File: config.mk
export PLATFORM = sky130hd
export DESIGN_NAME = time_display_driver
export DESIGN_NICKNAME = d
export VERILOG_FILES = /design/src/rtl/time_display_driver.sv
export SDC_FILE = /design/constraint.sdc
export NUM_CORES = 1
export LEC_CHECK = 0
export ABC_AREA = 1
export CAP_MARGIN = 10
export CORE_AREA = 2 2 132 108
export CTS_BUF_LIST = sky130_fd_sc_hd__clkbuf_8 sky130_fd_sc_hd__clkbuf_16
export CTS_CLUSTER_DIAMETER = 150
export DETAILED_ROUTE_END_ITERATION = 10
export DIE_AREA = 0 0 134 110
export GPL_ROUTABILITY_DRIVEN = 0
export PLACE_DENSITY = 0.79
export SLEW_MARGIN = 20
export SYNTH_ARGS = -nofsm -noshare
export SYNTH_HDL_FRONTEND = slang
export SYNTH_SLANG_ARGS = --single-unit
File: constraint.sdc
create_clock -name clock -period 2.2 [get_ports clock]
set_input_delay 0.22 -clock clock [delete_from_list [all_inputs] [get_ports clock]]
set_output_delay 0.22 -clock clock [all_outputs]
set_load 0.02 [all_outputs]
File: src/rtl/time_display_driver.sv
// Converts the stopwatch time to BCD with a sequential double-dabble engine and
// scans the committed BCD value onto a 6-digit multiplexed 7-segment display.
module time_display_driver #(
  parameter int SCAN_DIV       = 250,
  parameter bit SEG_ACTIVE_LOW = 1'b1
) (
  input  logic        clock,
  input  logic        reset,
  input  logic [7:0]  seconds,
  input  logic [7:0]  minutes,
  input  logic [7:0]  hours,
  output logic [23:0] bcd_time,
  output logic        bcd_valid,
  output logic        overflow,
  output logic        busy,
  output logic [6:0]  seg,
  output logic [5:0]  digit_sel
);

  localparam int                DIV_W    = $clog2(SCAN_DIV);
  localparam logic [DIV_W-1:0]  DIV_LAST = DIV_W'(SCAN_DIV - 1);
  localparam logic [6:0]        SEG_OFF  = SEG_ACTIVE_LOW ? 7'h7F : 7'h00;

  typedef enum logic [1:0] {
    IDLE    = 2'd0,
    CONVERT = 2'd1,
    COMMIT  = 2'd2
  } state_t;

  function automatic logic [7:0] sat99(input logic [7:0] v);
    return (v > 8'd99) ? 8'd99 : v;
  endfunction

  // One adjust-then-shift step on {bcd_tens, bcd_ones, binary}.
  function automatic logic [15:0] dabble_step(input logic [15:0] v);
    logic [15:0] t;
    t         = v;
    t[11:8]   = (t[11:8]  >= 4'd5) ? (t[11:8]  + 4'd3) : t[11:8];
    t[15:12]  = (t[15:12] >= 4'd5) ? (t[15:12] + 4'd3) : t[15:12];
    return {t[14:0], 1'b0};
  endfunction

  function automatic logic [6:0] seg_pattern(input logic [3:0] d);
    logic [6:0] p;
    case (d)
      4'd0:    p = 7'h3F;
      4'd1:    p = 7'h06;
      4'd2:    p = 7'h5B;
      4'd3:    p = 7'h4F;
      4'd4:    p = 7'h66;
      4'd5:    p = 7'h6D;
      4'd6:    p = 7'h7D;
      4'd7:    p = 7'h07;
      4'd8:    p = 7'h7F;
      4'd9:    p = 7'h6F;
      default: p = 7'h00;
    endcase
    return p;
  endfunction

  state_t            state_r, state_s;
  logic              stale_r, stale_s;
  logic [23:0]       cap_r, cap_s;
  logic [23:0]       bin_r, bin_s;
  logic [23:0]       acc_r, acc_s;
  logic [2:0]        sat_r, sat_s;
  logic [2:0]        iter_r, iter_s;
  logic [23:0]       bcd_time_r, bcd_time_s;
  logic              bcd_valid_r, bcd_valid_s;
  logic              overflow_r, overflow_s;
  logic              busy_r, busy_s;
  logic [DIV_W-1:0]  div_r, div_s;
  logic [2:0]        idx_r, idx_s;
  logic [5:0]        digit_sel_r, digit_sel_s;
  logic [6:0]        seg_r, seg_s;
  logic [15:0]       step_s;
  logic [3:0]        nibble_s;

  // Conversion FSM next-state and datapath.
  always_comb begin
    state_s     = state_r;
    stale_s     = stale_r;
    cap_s       = cap_r;
    bin_s       = bin_r;
    acc_s       = acc_r;
    sat_s       = sat_r;
    iter_s      = iter_r;
    bcd_time_s  = bcd_time_r;
    bcd_valid_s = bcd_valid_r;
    overflow_s  = overflow_r;
    step_s      = 16'h0000;
    case (state_r)
      IDLE: begin
        if (stale_r || ({hours, minutes, seconds} != cap_r)) begin
          cap_s   = {hours, minutes, seconds};
          stale_s = 1'b0;
          bin_s   = {sat99(hours), sat99(minutes), sat99(seconds)};
          sat_s   = {(hours > 8'd99), (minutes > 8'd99), (seconds > 8'd99)};
          acc_s   = 24'h000000;
          iter_s  = 3'd0;
          state_s = CONVERT;
        end else begin
          state_s = IDLE;
        end
      end
      CONVERT: begin
        for (int f = 0; f < 3; f++) begin
          step_s            = dabble_step({acc_r[f*8 +: 8], bin_r[f*8 +: 8]});
          acc_s[f*8 +: 8]   = step_s[15:8];
          bin_s[f*8 +: 8]   = step_s[7:0];
        end
        iter_s = iter_r + 3'd1;
        if (iter_r == 3'd7) begin
          state_s = COMMIT;
        end else begin
          state_s = CONVERT;
        end
      end
      COMMIT: begin
        bcd_time_s  = acc_r;
        bcd_valid_s = 1'b1;
        overflow_s  = |sat_r;
        state_s     = IDLE;
      end
      default: begin
        state_s = IDLE;
      end
    endcase
  end

  // Scan divider, digit index and the segment value for the next cycle, so that
  // seg and digit_sel move together on the same edge.
  always_comb begin
    div_s = div_r;
    idx_s = idx_r;
    if (div_r == DIV_LAST) begin
      div_s = '0;
      idx_s = (idx_r == 3'd5) ? 3'd0 : (idx_r + 3'd1);
    end else begin
      div_s = div_r + DIV_W'(1);
      idx_s = idx_r;
    end
    digit_sel_s = 6'b000001 << idx_s;
    nibble_s    = bcd_time_s[{idx_s, 2'b00} +: 4];
    if (bcd_valid_s) begin
      seg_s = SEG_ACTIVE_LOW ? ~seg_pattern(nibble_s) : seg_pattern(nibble_s);
    end else begin
      seg_s = SEG_OFF;
    end
    busy_s = (state_s != IDLE);
  end

  // State and output registers with synchronous reset.
  always_ff @(posedge clock) begin
    if (reset) begin
      state_r     <= IDLE;
      stale_r     <= 1'b1;
      cap_r       <= 24'h000000;
      bin_r       <= 24'h000000;
      acc_r       <= 24'h000000;
      sat_r       <= 3'b000;
      iter_r      <= 3'd0;
      bcd_time_r  <= 24'h000000;
      bcd_valid_r <= 1'b0;
      overflow_r  <= 1'b0;
      busy_r      <= 1'b0;
      div_r       <= '0;
      idx_r       <= 3'd0;
      digit_sel_r <= 6'b000001;
      seg_r       <= SEG_OFF;
    end else begin
      state_r     <= state_s;
      stale_r     <= stale_s;
      cap_r       <= cap_s;
      bin_r       <= bin_s;
      acc_r       <= acc_s;
      sat_r       <= sat_s;
      iter_r      <= iter_s;
      bcd_time_r  <= bcd_time_s;
      bcd_valid_r <= bcd_valid_s;
      overflow_r  <= overflow_s;
      busy_r      <= busy_s;
      div_r       <= div_s;
      idx_r       <= idx_s;
      digit_sel_r <= digit_sel_s;
      seg_r       <= seg_s;
    end
  end

  assign bcd_time  = bcd_time_r;
  assign bcd_valid = bcd_valid_r;
  assign overflow  = overflow_r;
  assign busy      = busy_r;
  assign seg       = seg_r;
  assign digit_sel = digit_sel_r;

endmodule

==> results.toml <==
[finish]
antenna_cells = 0
multiInputGateArea_sq_um = 3540
nNetsFinal = 1045
area_growth_pct = 29.5
n_fill_cell = 1086
drive_above_1_share = 0.176
regArea_sq_um = 2650
final_core_util = 0.637

[route]
wl_microns = 17900
vias = 6457
drc = 0
wire_per_inst_microns = 15.0
viasPerCell = 5.42
ant_nets = 0
dr.pass1.iters = 6
drt_iter0_markers = 819

[timing]
fin_skew_ns = 0.0128
period_share = 1.02
worstMarginPinSlew_ns = 0.621
slew_headroom = 0.584
report.final.slew_viol_count = 0
setup_viol_count_final = 3
period_needed_ns = 2.24
fmax_mhz = 447
fin_ws_ns = -0.0377
rsz0062_at_grt = "yes"
hold_violations = 0

[worst_setup_path]
crit_chain = "inv_2 -> ha_4 -> nand2_4 -> nor2_8 -> buf_4 -> nand4_1 -> nand2_4 -> nand3_2 -> nand2_1 -> nand2_1 -> nand2_2 -> ha_2 -> nand3_1 -> nand3_1 -> nand2_1"
worstSetupPathType = "reg2reg"
ff2ff_path_depth = 15
critical_path.max_stage_delay_ns = 0.33
startpoint = "div_r[1]"
cp-endpoint = "seg[4]"
arrival_ns = 2.54
reg2reg_slack_ns = -0.04
endpoint_kind = "register"
crit_required_ns = 2.50
start_kind = "register"
r2r-end = "seg[4]"
r2r_start = "div_r[1]"
crit_path_frequent_cell = "nand2_1"
cp_slowest_cell = "dfxtp_2"
crit_fanout = 5

[placement]
hpwl_microns = 11600
port-buffer-count = 65
dp_worst_setup_slack_ns = -0.112

[synth]
netlist_area_sq_um = 6570
syn-num-nets = 954
yosys.area_share.simple = 0.311
yosysSeqAreaShare = 0.402
synthMuxAreaShare = 0
syn-instance-count = 907
ys_ff_latch = 132
synth_xor_area_frac = 0.0107
synth_top_family_by_area = "simple AND/OR/NAND/NOR gates"
synth.distinct_cells = 39
avgSynthCellArea_sq_um = 7.24
synth_fa_ha_area_frac = 0.0400
synth_edf_count = 0
synthArstFlopShare = 0
ys.flop_type = "dfxtp_1"
yosys_warnings = 0
synth_compound_area_frac = 0.148

[clock_tree]
htree_levels = 4
clk_path_buf_depth = 2
numCtsBuffers = 17
cts_root_buffer = "clkbuf_16"
clkLatencyLatePin_ns = 0.42
cts.clk_slew.worst_paths_ns = 0.06
clock_sinks = 132
ctsHoldBuffers = 0
cts_tree = "built"

[status]
outcome = "finished, violations left"
failed_checks = "setup timing"

[power_and_ir_drop]
intPower_mw = 4.70
power_frac_clock = 0.505
power_density_nw_per_um2 = 727
p_seq_frac = 0.409
power.total_mw = 6.18
pwr-share-comb = 0.086
switchingPower_mw = 1.48
peakVddDrop_mv = 0.554
p_leak_nw = 3.42
p_sw_frac = 0.240

[global_route]
overflow = 0
antenna_found_initial = 0
grt_pass1_vias = 5677
grt_pass1_wl_microns = 27900
grt_start_max_net_pins = 89
grt_usage = 0.237

[die]
die_x_microns = 134
fp.dieArea_sq_um = 14700
fp.coreArea_sq_um = 13400
start_util = 0.492
row_count = 38
die_y_microns = 110
ios = 66

[flow_run]
drv_cap = 0

[worst_hold_path]
worst_hold_path_type = "in2reg"
-- Yosys cell counts (3+ instances only) --
library cell  instances  area, sq um
nor2_1               99          372
a21oi_1              78          390
xnor2_1               6         52.6
clkbuf_1             15         56.3
inv_1                82          308
buf_2                14         70.1
nand2_2              17          106
nor3_1                6         30.0
o21ai_0              78          390
o22ai_1               5         31.3
nand2_4               8         90.1
buf_6                 3         33.8
o21ai_1               5         25.0
buf_1                 8         30.0
dfxtp_1             132         2640
a31oi_1               3         18.8
o31ai_1               4         30.0
inv_2                12         45.0
nand2_1             155          582
nand3_1             105          526
nand4_1              10         62.6
nand3_2              16          160
ha_1                 21          263
-- worst min path at each step --
stage                    start      endpoint  slack, ns  cells past startpoint
global placement      bin_r[7]      acc_r[0]       0.45                      2
finish                   reset  digit_sel[0]       0.15                      3
detailed placement   cap_r[18]     cap_r[18]       0.46                      2
global route             reset  digit_sel[0]       0.17                      3
floorplan           seconds[0]      cap_r[0]       0.36                      2
CTS                      reset  digit_sel[0]       0.15                      3
-- what timing repair did --
item / 4_1_cts / 5_1_grt
endpoints found under the setup margin: 7 / 7
buffers inserted: 2 / 13
gates cloned: 0 / 1
gates resized for setup: 7 / 50
pin swaps: 5 / 16
-- sequential cells by signal, indices dropped and copies added, names as in the netlist --
name / flops
acc_r: 24
bcd_time: 24
bin_r: 24
cap_r: 24
div_r: 8
seg: 7
digit_sel: 6
idx_r: 3
iter_r: 3
sat_r: 3
state_r: 2
bcd_valid: 1
busy: 1
overflow: 1
stale_r: 1
-- power groups by stage --
stage	combinational [mW]	clock, mW	sequential, mW
floorplan	0.334	0	2.56
global placement	0.508	0	2.57
detailed placement	0.515	0	2.57
CTS	0.526	3.14	2.52
global route	0.590	3.27	2.53
finish	0.534	3.12	2.53
-- critical path, delay by kind of cell (launching register included) --
family                     cells  cell delay (ns)
buffers and inverters          2             0.21
DFF                            1             0.33
adders and majority gates      2             0.36
and+or+nand+nor               11             1.21
-- cells by family after synthesis --
group | after synthesis
compound gates | 182
xor+xnor | 8
fa+ha+maj | 21
buf+inv | 137
flops | 132
simple gates | 427
-- cells in the final DEF (no fill, tap or decap), types with 4 or more instances in the layout --
| cell type | instances |
|---|---|
| a21oi_1 | 78 |
| clkdlybuf4s50_1 | 64 |
| buf_12 | 5 |
| dfxtp_1 | 130 |
| nand2_2 | 18 |
| nand3_1 | 92 |
| o31ai_1 | 4 |
| o21ai_0 | 69 |
| xnor2_1 | 6 |
| nand2_4 | 12 |
| ha_1 | 17 |
| nor3_1 | 6 |
| inv_1 | 78 |
| nand4_1 | 10 |
| clkbuf_16 | 17 |
| o22ai_1 | 5 |
| o21ai_1 | 12 |
| nor2_1 | 98 |
| nand3_2 | 28 |
| clkinv_4 | 5 |
| buf_4 | 42 |
| bufinv_16 | 5 |
| inv_2 | 13 |
| nand2_1 | 149 |
-- layer usage --
layer	GRT usage	routed length [microns]	up-vias
met5	0	0	-
met1	0.342	8490	2985
met4	0.0631	278	0
li1	-	-	3175
met2	0.361	7860	263
met3	0.0485	1290	34
-- metrics by stage --
stage	setup TNS, ns	hold slack [ns]	cells	instance area, sq um
CTS	0	0.151	1177	8240
global route	-0.673	0.166	1191	8510
finish	-0.0462	0.153	1191	8510
floorplan	0	0.364	907	6570
global placement	-0.0165	0.454	1143	7530
detailed placement	-0.376	0.461	1143	7530
-- final cells by class --
type / instances / area share
clock inverters: 15 / 0.0271
multi-input cells: 639 / 0.416
repair buffers: 114 / 0.127
flip-flops and latches: 132 / 0.311
inverters: 94 / 0.0424
well taps: 180 / 0.0265
clock buffers: 17 / 0.0500
(Power assumes the default switching activity.)
